File: config.mk
export PLATFORM = sky130hd
export DESIGN_NAME = neuron_mac
export DESIGN_NICKNAME = d
export VERILOG_FILES = /design/src/rtl/neuron_mac.sv
export SDC_FILE = /design/constraint.sdc
export NUM_CORES = 1
export LEC_CHECK = 0
export ABC_AREA = 0
export ABC_CLOCK_PERIOD_IN_PS = 9150
export CAP_MARGIN = 15
export CORE_UTILIZATION = 45
export CTS_BUF_LIST = sky130_fd_sc_hd__clkbuf_8 sky130_fd_sc_hd__clkbuf_16
export DETAILED_ROUTE_END_ITERATION = 8
export GPL_TIMING_DRIVEN = 1
export PLACE_DENSITY_LB_ADDON = 0.2
export SYNTH_ARGS = -nofsm -noshare
export SYNTH_HDL_FRONTEND = slang
export SYNTH_SLANG_ARGS = --single-unit
File: constraint.sdc
create_clock -name clk_i -period 9.15 [get_ports clk_i]
set_input_delay 1.83 -clock clk_i [delete_from_list [all_inputs] [get_ports clk_i]]
set_output_delay 1.83 -clock clk_i [all_outputs]
set_load 0.01 [all_outputs]
File: src/rtl/neuron_mac.sv
// Single-neuron MAC stage: fetches NUM_INPUTS weights plus a bias from an external BRAM,
// accumulates weight*activation products over an input stream, adds the bias and applies saturating ReLU.
module neuron_mac #(
    parameter int NUM_INPUTS = 4,
    parameter int WORD_LEN   = 16,
    parameter int FRAC_BITS  = 8,
    parameter int ACC_LEN    = 40
) (
    input  logic                              clk_i,
    input  logic                              reset_ni,
    input  logic                              start_i,
    output logic                              busy_o,
    output logic                              w_ena_o,
    output logic [$clog2(NUM_INPUTS+1)-1:0]   w_addr_o,
    input  logic [WORD_LEN-1:0]               w_data_i,
    input  logic                              x_valid_i,
    output logic                              x_ready_o,
    input  logic [WORD_LEN-1:0]               x_data_i,
    output logic                              y_valid_o,
    input  logic                              y_ready_i,
    output logic [WORD_LEN-1:0]               y_data_o
);

    localparam int AW = $clog2(NUM_INPUTS + 1);
    localparam logic [AW-1:0] LAST_K = AW'(NUM_INPUTS);
    localparam int PW = 2 * WORD_LEN;

    typedef enum logic [2:0] {
        IDLE,
        FETCH,
        LOAD,
        MAC,
        BIAS,
        DONE
    } state_t;

    state_t                     r_state;
    logic [AW-1:0]              r_k;
    logic signed [ACC_LEN-1:0]  r_acc;
    logic [WORD_LEN-1:0]        r_weight;
    logic                       r_busy;
    logic                       r_wEna;
    logic [AW-1:0]              r_wAddr;
    logic                       r_xReady;
    logic                       r_yValid;
    logic [WORD_LEN-1:0]        r_yData;

    logic signed [PW-1:0]       w_xExt;
    logic signed [PW-1:0]       w_wExt;
    logic signed [PW-1:0]       w_prod;
    logic signed [ACC_LEN-1:0]  w_prodExt;
    logic signed [ACC_LEN-1:0]  w_biasExt;
    logic signed [ACC_LEN-1:0]  w_accMac;
    logic signed [ACC_LEN-1:0]  w_accBias;
    logic signed [ACC_LEN-1:0]  w_shift;
    logic [AW-1:0]              w_kNext;
    logic [WORD_LEN-1:0]        w_satY;

    // Full-width signed product; operands fit so the low PW bits are exact
    assign w_xExt    = {{WORD_LEN{x_data_i[WORD_LEN-1]}}, x_data_i};
    assign w_wExt    = {{WORD_LEN{r_weight[WORD_LEN-1]}}, r_weight};
    assign w_prod    = w_xExt * w_wExt;
    assign w_prodExt = {{(ACC_LEN-PW){w_prod[PW-1]}}, w_prod};
    // Bias is aligned to the product's 2*FRAC_BITS binary point
    assign w_biasExt = {{(ACC_LEN-WORD_LEN-FRAC_BITS){r_weight[WORD_LEN-1]}}, r_weight, {FRAC_BITS{1'b0}}};
    assign w_accMac  = r_acc + w_prodExt;
    assign w_accBias = r_acc + w_biasExt;
    assign w_shift   = w_accBias >>> FRAC_BITS;
    assign w_kNext   = r_k + AW'(1);

    always_comb begin
        w_satY = w_shift[WORD_LEN-1:0];
        if (w_shift[ACC_LEN-1]) begin
            w_satY = '0;
        end else if (|w_shift[ACC_LEN-1:WORD_LEN-1]) begin
            w_satY = {1'b0, {(WORD_LEN-1){1'b1}}};
        end
    end

    always_ff @(posedge clk_i or negedge reset_ni) begin
        if (!reset_ni) begin
            r_state  <= IDLE;
            r_k      <= '0;
            r_acc    <= '0;
            r_weight <= '0;
            r_busy   <= 1'b0;
            r_wEna   <= 1'b0;
            r_wAddr  <= '0;
            r_xReady <= 1'b0;
            r_yValid <= 1'b0;
            r_yData  <= '0;
        end else begin
            case (r_state)
                IDLE: begin
                    if (start_i) begin
                        r_state <= FETCH;
                        r_k     <= '0;
                        r_acc   <= '0;
                        r_busy  <= 1'b1;
                        r_wEna  <= 1'b1;
                        r_wAddr <= '0;
                    end
                end
                FETCH: begin
                    r_wEna  <= 1'b0;
                    r_state <= LOAD;
                end
                LOAD: begin
                    r_weight <= w_data_i;
                    if (r_k < LAST_K) begin
                        r_state  <= MAC;
                        r_xReady <= 1'b1;
                    end else begin
                        r_state <= BIAS;
                    end
                end
                MAC: begin
                    if (x_valid_i) begin
                        r_acc    <= w_accMac;
                        r_k      <= w_kNext;
                        r_xReady <= 1'b0;
                        r_wEna   <= 1'b1;
                        r_wAddr  <= w_kNext;
                        r_state  <= FETCH;
                    end
                end
                BIAS: begin
                    r_acc    <= w_accBias;
                    r_yData  <= w_satY;
                    r_yValid <= 1'b1;
                    r_state  <= DONE;
                end
                DONE: begin
                    if (y_ready_i) begin
                        r_yValid <= 1'b0;
                        r_busy   <= 1'b0;
                        r_state  <= IDLE;
                    end
                end
                default: begin
                    r_state <= IDLE;
                end
            endcase
        end
    end

    assign busy_o    = r_busy;
    assign w_ena_o   = r_wEna;
    assign w_addr_o  = r_wAddr;
    assign x_ready_o = r_xReady;
    assign y_valid_o = r_yValid;
    assign y_data_o  = r_yData;

endmodule

# Word level (Yosys, flattened, before mapping)
# Cells that the tools add are included.
[totals]
in_bits = 37
wordCells = 60
ff_bits = 82
out_inout_bits = 23
[classes]
n_eq_ne = 9
mux = 22
add_sub_neg = 3
mul = 1
order_cmp = 1
n_reduce_logical = 15
[op_table]
columns = ["op", "n"]
rows = [
  ["one-hot mux 40 bit (3 select lines)", 1],
  ["two-way mux 40 bit", 2],
  ["adder 40 x 24 -> 40 bit", 1],
  ["adder 40 x 32 -> 40 bit", 1],
  ["multiplier 16 x 16 -> 32 bit", 1],
  ["two-way mux 16 bit", 2],
  ["two-way mux 3 bit", 6],
  ["one-hot mux 3 bit (6 select lines)", 1],
  ["AND reduction 3 bit", 6],
  ["OR reduction 17 bit", 1],
  ["!= test 2 bit (second input constant)", 4],
  ["nonzero test 2 bit", 4],
  ["equality test 3 x 2 -> 1 bit (second input constant)", 2],
  ["equality test 3 bit (second input constant)", 2],
  ["one-hot mux 1 bit (2 select lines)", 3],
  ["one-hot mux 3 bit (2 select lines)", 1],
  ["nonzero test 3 bit", 2],
  ["two-way mux 1 bit", 5],
  ["adder 3 x 1 -> 3 bit (second input constant)", 1],
  ["equality test 3 x 1 -> 1 bit (second input constant)", 1],
  ["logical NOT 3 bit", 1],
  ["less-than comparator 3 bit (second input constant)", 1],
  ["one-hot mux 1 bit (3 select lines)", 1],
  ["AND reduction 2 bit", 1],
]

# Depth between registers and ports, before layout
# Gate-level depths: netlist of the first run.
[depth]
ltp_word = 4
ltp_mapped = 24
depth_no_buf = 23

# Worst setup path after synthesis of the first run
# OpenSTA, ideal clock, no wires.
[synth_path]
path_kind = "in2reg"
start = "in x_data_i[15]"
end = "reg r_acc[39]"
path_slack_ns = 1.337
t_arrival_ns = 7.687
required_ns = 9.024
n_path_buf = 1
stages = 23
setup_time_ns = 0.126
path_cell_list = "clkbuf_1 > nand2_1 > inv_1 > fa_1 > fa_1 > inv_1 > fa_1 > fa_1 > inv_1 > fa_1 > inv_1 > fa_1 > inv_1 > ha_1 > a21o_1 > a21oi_1 > a2bb2oi_1 > nand2_1 > a211o_1 > a41oi_2 > nor2_1 > mux2i_1 > o32a_1"
[synth_between]
elab_chain_cells = 4
[synth_lines]
columns = ["item", "line", "source"]
rows = [
  ["start: declaration", "18", "input logic [WORD_LEN-1:0] x_data_i,"],
  ["multiplier 16 x 16 -> 32 bit", "62", "assign w_prod = w_xExt * w_wExt;"],
  ["adder 40 x 32 -> 40 bit", "66", "assign w_accMac = r_acc + w_prodExt;"],
  ["two-way mux 40 bit", "118", "if (x_valid_i) begin"],
  ["one-hot mux 40 bit (3 select lines)", "93", "case (r_state)"],
  ["end signal: assignment", "119", "r_acc <= w_accMac;"],
  ["end signal: assignment", "128", "r_acc <= w_accBias;"],
  ["end: declaration", "39", "logic signed [ACC_LEN-1:0] r_acc;"],
]
# No other way between the ends. The select of a mux whose other input is x is not followed.
# A chain may end at the register's enable or synchronous reset.

# Worst setup path in the final report of the first run
[layout_path]
start = "in x_data_i[12]"
end = "reg r_acc[39]"
# Same word-level chain as after synthesis.

==> metrics.txt, run 1 <==
GP Congestion 0.8633; pre-CTS setup slack 0.3632 ns; Cell Chain, Critical Path clkdlybuf4s50_1, nand2_1, fa_1, inv_1, fa_1, inv_1, fa_1, inv_1, fa_1, fa_1, inv_1, fa_1, inv_1, ha_1, a21oi_1, nand2_1, a211oi_1, o21ai_1, a211o_1, a41oi_2, nor2_1, mux2i_1, o32a_1; # setup viols final 0; Layout area overhead 8.549%; chip width 199.8 um; Startpoint Class primary input; Initial Util 0.4555; H-tree levels 3; Data arrival, critical path 8.71 ns; drt first pass iters 5; detailed router's first-iteration violation count 694; CP top delay family adder cells; Relative slew margins 0.2137; Ant. Diodes 0; crit path launch x_data_i[12]; Post-synth top flop dfrtp_1; flop2flop setup slack 2.08 ns; worst path buffer plus inverter count 6; first-pass GRT wire length 73,190 um; Rows 72; Post CTS Setup Buffer Count 0; fin crit period 8.470 ns; Mapped Cells 1,915; Final nets 2,471; Reg-to-Reg End r_acc[39]; grt total ovfl 0; root buf cell clkbuf_16; layout cell share with drive strength beyond 1 0.05255; syn_area_per_cell 9.194 sq um; Post-CTS Resized 0; top cells by area, synth fa_1 38%, dfrtp_1 12%, ha_1 10%, inv_1 8.8%, nand2_1 4.3%; post-DR vias/cell 5.339; CP max stage delay 0.96 ns; crit path max fanout 16; worst skew pair latency 0.36 ns; worst r2r src r_weight[8]; fmax 0.1181 GHz; I/O Buffers 59; critical path class in -> reg; Mapped Area 0.01761 sq mm; die height 199.8 um; number of synthesized flops with an enable pin 0; fillers 3,691; final WL 43,590 um; final worst setup slack 0.6795 ns; CTS Buf Count 9; Yosys top cell area share 0.3764; Max Root-Sink Buffers 2; RSZ-0062 raised after global routing no; Worst Skew 0.008317 ns; largest net degree at the start of global routing 57; Hold Path Class reg -> reg; vias in the first global route 14.17k; WP data required 9.39 ns; status completed; Critical Path Sink Type flip-flop; crit share post-route 0.9257; Routed Antenna Nets 0; Mapped Nets 2,430; die outline area 0.03992 sq mm; setup tns final 0 ns; vias 13.23k; actual slew at the worst max-slew pin 1.171 ns; DRC viols 0; post-synthesis sequential area ratio 0.1166; Stages on worst setup path 23; I/O pin count 60; Top cell by count, worst path fa_1; warnings from Yosys 0; CP Capture Point r_acc[39]; Avg WL per Cell 17.59 um; FFs w/ async S/R, synth 1.000; Final Slew Violations 0; initial antenna violation count 2; CTS clock-pin slew for the worst setup and hold paths 0.06 ns; Core Area 0.03865 sq mm; maxcap violations 0; hold buffers post-CTS 0; Yosys reg bits 82; CP max stage cell clkdlybuf4s50_1; Total GRT Usage 0.2365; R2R depth 20; Min Hold Slack 0.4785 ns; Distinct cells, synth 79; final hold vios 0; CTS tree built; cell taking the most area after synthesis fa_1; CTS sink count 82; Final HPWL DP 36,140 um
## metal layers
metal / global-route usage / vias up / wire [um]
met5: 0 / - / 0
met3: 0.02503 / 66 / 1937
li1: - / 6103 / -
met4: 0.07153 / 0 / 1266
met2: 0.4117 / 305 / 22080
met1: 0.3102 / 6755 / 18310
## synth_stat cells, drive strengths merged, types with 3 or more instances
master	count
inv	414
fa	331
nand2	202
ha	147
and2	117
nor2	96
a21oi	83
dfrtp	82
clkbuf	53
o21ai	53
xnor2	35
a21o	32
a211oi	26
xor2	26
mux2	19
nand3	16
nor3	14
and3	12
o211ai	10
a211o	9
buf	9
o21a	9
o21bai	9
a221oi	8
a22o	8
a31oi	8
o31ai	7
nand2b	6
nand4	5
nor2b	5
o221ai	5
o22ai	5
or3	5
a22oi	4
a41oi	4
and4	4
a21boi	3
a221o	3
a2bb2oi	3
## cell usage in the layout, fill, tap and decap left out, drive strengths merged, types with 5 or more instances in the layout
master	instances
inv	415
fa	331
nand2	202
ha	147
and2	117
nor2	96
a21oi	83
dfrtp	82
clkdlybuf4s50	58
o21ai	53
xnor2	35
buf	35
a21o	32
xor2	26
a211oi	26
mux2	19
nand3	16
nor3	14
and3	12
o211ai	10
o21a	9
a211o	9
o21bai	9
clkbuf	9
a31oi	8
a22o	8
a221oi	8
o31ai	7
nand2b	6
nand4	5
nor2b	5
o22ai	5
o221ai	5
or3	5
## cells by family after synthesis
family,Yosys count,share of synthesized area
fa+ha+maj,478,0.4808
buf+inv,478,0.1044
xor+xnor,61,0.03035
mux,21,0.01329
flops,82,0.1166
simple gates,491,0.1335
compound gates,304,0.1210
## tightest hold or removal path, stage by stage (launching register included)
cell and delay, ns:
dfrtp_1 0.34, nand2_1 0.05, nand2_1 0.06
## state kept, by name, indices dropped and copies added (netlist names)
register and count:
r_acc 40, w_ena_o 1, y_data_o 16, x_ready_o 1
y_valid_o 1, w_addr_o 3, busy_o 1, r_state 3
r_weight 16
## layout make-up
cell class / instances / area (sq um) / area share
multi-input combinational: 1355 / 13720 / 0.7181
sequential: 82 / 2052 / 0.1074
inverter: 415 / 1558 / 0.08151
timing repair buffer: 93 / 843.3 / 0.04413
tap: 518 / 648.1 / 0.03391
clock buffer: 9 / 225.2 / 0.01178
clock inverter: 6 / 60.06 / 0.003143
## stage by stage
stage,instance area (sq um),utilization,instances
detailed placement,18830,0.4871,2463
global placement,18830,0.4871,2463
floorplan,17610,-,1915
finish,19110,0.4945,2478
global route,19110,0.4945,2478
CTS,19110,0.4945,2478
## how the worst min path moves through the flow
stage,cells past startpoint,endpoint,from
CTS,2,y_valid_o,y_valid_o
detailed placement,2,y_valid_o,y_valid_o
global placement,2,y_valid_o,y_valid_o
finish,2,y_valid_o,y_valid_o
floorplan,2,r_acc[5],r_acc[5]
global route,1,y_data_o[15],y_data_o[15]
Power of run 1 is left out: the tool's default activity adds up to more than one toggle a clock period on the data nets, which glitch-free logic cannot reach.
==> run 2, diff against run 1 <==
--- a/config.mk
+++ b/config.mk
@@ -6,7 +6,7 @@
 export NUM_CORES = 1
 export LEC_CHECK = 0
 export ABC_AREA = 0
-export ABC_CLOCK_PERIOD_IN_PS = 9150
+export ABC_CLOCK_PERIOD_IN_PS = 9030
 export CAP_MARGIN = 15
 export CORE_UTILIZATION = 45
 export CTS_BUF_LIST = sky130_fd_sc_hd__clkbuf_8 sky130_fd_sc_hd__clkbuf_16
@@ -16,3 +16,4 @@
 export SYNTH_ARGS = -nofsm -noshare
 export SYNTH_HDL_FRONTEND = slang
 export SYNTH_SLANG_ARGS = --single-unit
+export TNS_END_PERCENT = 5
==> constraint.sdc (replaced) <==
create_clock -name clk_i -period 9.03 [get_ports clk_i]
set_input_delay 1.806 -clock clk_i [delete_from_list [all_inputs] [get_ports clk_i]]
set_output_delay 1.806 -clock clk_i [all_outputs]
set_load 0.01 [all_outputs]
==> metrics.txt, run 2 (same netlist as run 1, synthesis figures left out) <==
Data arrival, critical path 8.61 ns (-0.10 ns); I/O pin count 60 (unchanged); commonest non-fill, non-tap cell in the layout inv_1; R2R depth 21 (+5.0%); WP data required 9.27 ns (-0.12 ns); Cell Chain, Critical Path clkdlybuf4s50_1, and2_1, fa_1, inv_1, fa_1, fa_1, inv_1, fa_1, fa_1, inv_1, fa_1, inv_1, ha_1, a21oi_1, nand2_1, a211oi_1, o21ai_1, a211o_1, a41oi_2, nor2_1, mux2i_1, o32a_1; Biggest register r_acc; worst r2r src r_weight[15]; largest net degree at the start of global routing 57 (unchanged); # setup viols final 0 (unchanged); fin crit period 8.377 ns; layout cell share with drive strength beyond 1 0.05110 (-0.001452); crit path launch x_data_i[12]; vias in the first global route 13.99k (-1.2%); RSZ-0062 raised after global routing no; I/O Buffers 59 (unchanged); Final nets 2,467 (-0.16%); first-pass GRT wire length 73,200 um (about the same); maxcap violations 0 (unchanged); Max Root-Sink Buffers 2 (unchanged); CP Capture Point r_acc[39]; Final Slew Violations 0 (unchanged); die outline area 0.03992 sq mm (unchanged); final WL 43,930 um (+0.78%); critical path class in -> reg; Routed Antenna Nets 0 (unchanged); GP Congestion 0.8918 (+3.3%); Top Layer Used met4; Final HPWL DP 36,730 um (+1.6%); detailed router's first-iteration violation count 612 (-12%); CP max stage delay 0.75 ns (-0.21 ns); Critical Path Sink Type flip-flop; flop2flop setup slack 1.75 ns (-0.33 ns); Layout area overhead 8.464% (about the same); most frequent cells in the layout 414 x inv_1, 331 x fa_1, 202 x nand2_1, 147 x ha_1, 116 x and2_1; initial antenna violation count 2 (unchanged); hold path start y_valid_o; Post CTS Setup Buffer Count 0 (unchanged); crit path max fanout 16 (unchanged); routed length on met2 21,870 um (-0.93%); CTS Buf Count 9 (unchanged); Avg WL per Cell 17.75 um (+0.90%); CTS sink count 82 (unchanged); H-tree levels 3 (unchanged); crit share post-route 0.9277; grt total ovfl 0 (unchanged); number of flip-flops in the largest register 40 (unchanged); M1 WL 19,240 um (+5.1%); chip width 199.8 um (unchanged); Startpoint Class primary input; Rows 72 (unchanged); root buf cell clkbuf_16; Relative slew margins 0.2551 (+0.04137); vias 13.07k (-1.2%); final hold vios 0 (unchanged); CTS tree built; Initial Util 0.4555 (unchanged); fmax 0.1194 GHz; Worst Skew 0.007705 ns (-0.0006119 ns); worst skew pair latency 0.36 ns (about the same); status completed; Hold Path Class reg -> reg; CTS clock-pin slew for the worst setup and hold paths 0.06 ns (about the same); met3 wire length 1819 um (-6.1%); Total GRT Usage 0.2382 (+0.001642); DRC viols 0 (unchanged); actual slew at the worst max-slew pin 1.116 ns (-0.05446 ns); Post-CTS Resized 0 (unchanged); Reg-to-Reg End r_acc[39]; CP max stage cell clkdlybuf4s50_1; die height 199.8 um (unchanged); Core Area 0.03865 sq mm (unchanged); drt first pass iters 7 (+2); post-DR vias/cell 5.280 (-1.1%); setup tns final 0 ns (unchanged); Top cell by count, worst path fa_1; hold buffers post-CTS 0 (unchanged); Ant. Diodes 0 (unchanged)
==> run 2: cell types whose count changed in the layout (fill, tap and decap cells not counted), sizes merged <==
cell      change
buf           -4
clkinvlp      +1
==> run 2: critical path, delay by kind of cell <==
family | cells | cell delay [ns]
AO/OA/AOI/OAI | 6 | 1.89
adder cells (fa/ha/maj) | 7 | 3.35
buffers and inverters | 5 | 0.95
multiplexers | 1 | 0.12
AND/OR/NAND/NOR | 3 | 0.50
==> run 2: worst min-delay path by stage <==
stage | end | slack, ns | cells after the start
detailed placement | y_valid_o | 0.47 | 2
floorplan | r_acc[5] | 0.46 | 2
global placement | y_valid_o | 0.46 | 2
global route | x_ready_o | 0.51 | 2
finish | y_valid_o | 0.49 | 2
CTS | y_valid_o | 0.49 | 2
==> run 2: final cells by class <==
cell class | instances | area [sq um]
Timing Repair Buffer | 89 | 817.0
Inverter | 415 | 1558
Fill cell | 3683 | 19550
Tap cell | 518 | 648.1
Multi-Input combinational cell | 1355 | 13720
Sequential cell | 82 | 2052
Clock buffer | 9 | 225.2
Clock inverter | 7 | 71.32
==> run 2: per-stage QoR <==
stage / worst slack, ns / instance area (sq um) / instances / util / hold slack (ns)
floorplan: 1.241 / 17610 / 1915 / - / 0.4563
global placement: 0.3476 / 18790 / 2458 / 0.4861 / 0.4630
finish: 0.6525 / 19100 / 2475 / 0.4941 / 0.4880
CTS: 0.6425 / 19080 / 2474 / 0.4938 / 0.4908
detailed placement: 0.3042 / 18790 / 2458 / 0.4861 / 0.4748
global route: 0.2653 / 19100 / 2475 / 0.4941 / 0.5107
==> run 2: metal layers <==
layer | vias to the layer above | track usage
met5 | - | 0
li1 | 6101 | -
met4 | 0 | 0.05372
met1 | 6654 | 0.3180
met3 | 53 | 0.03629
met2 | 260 | 0.4081
Power of run 2 is left out for the same reason.
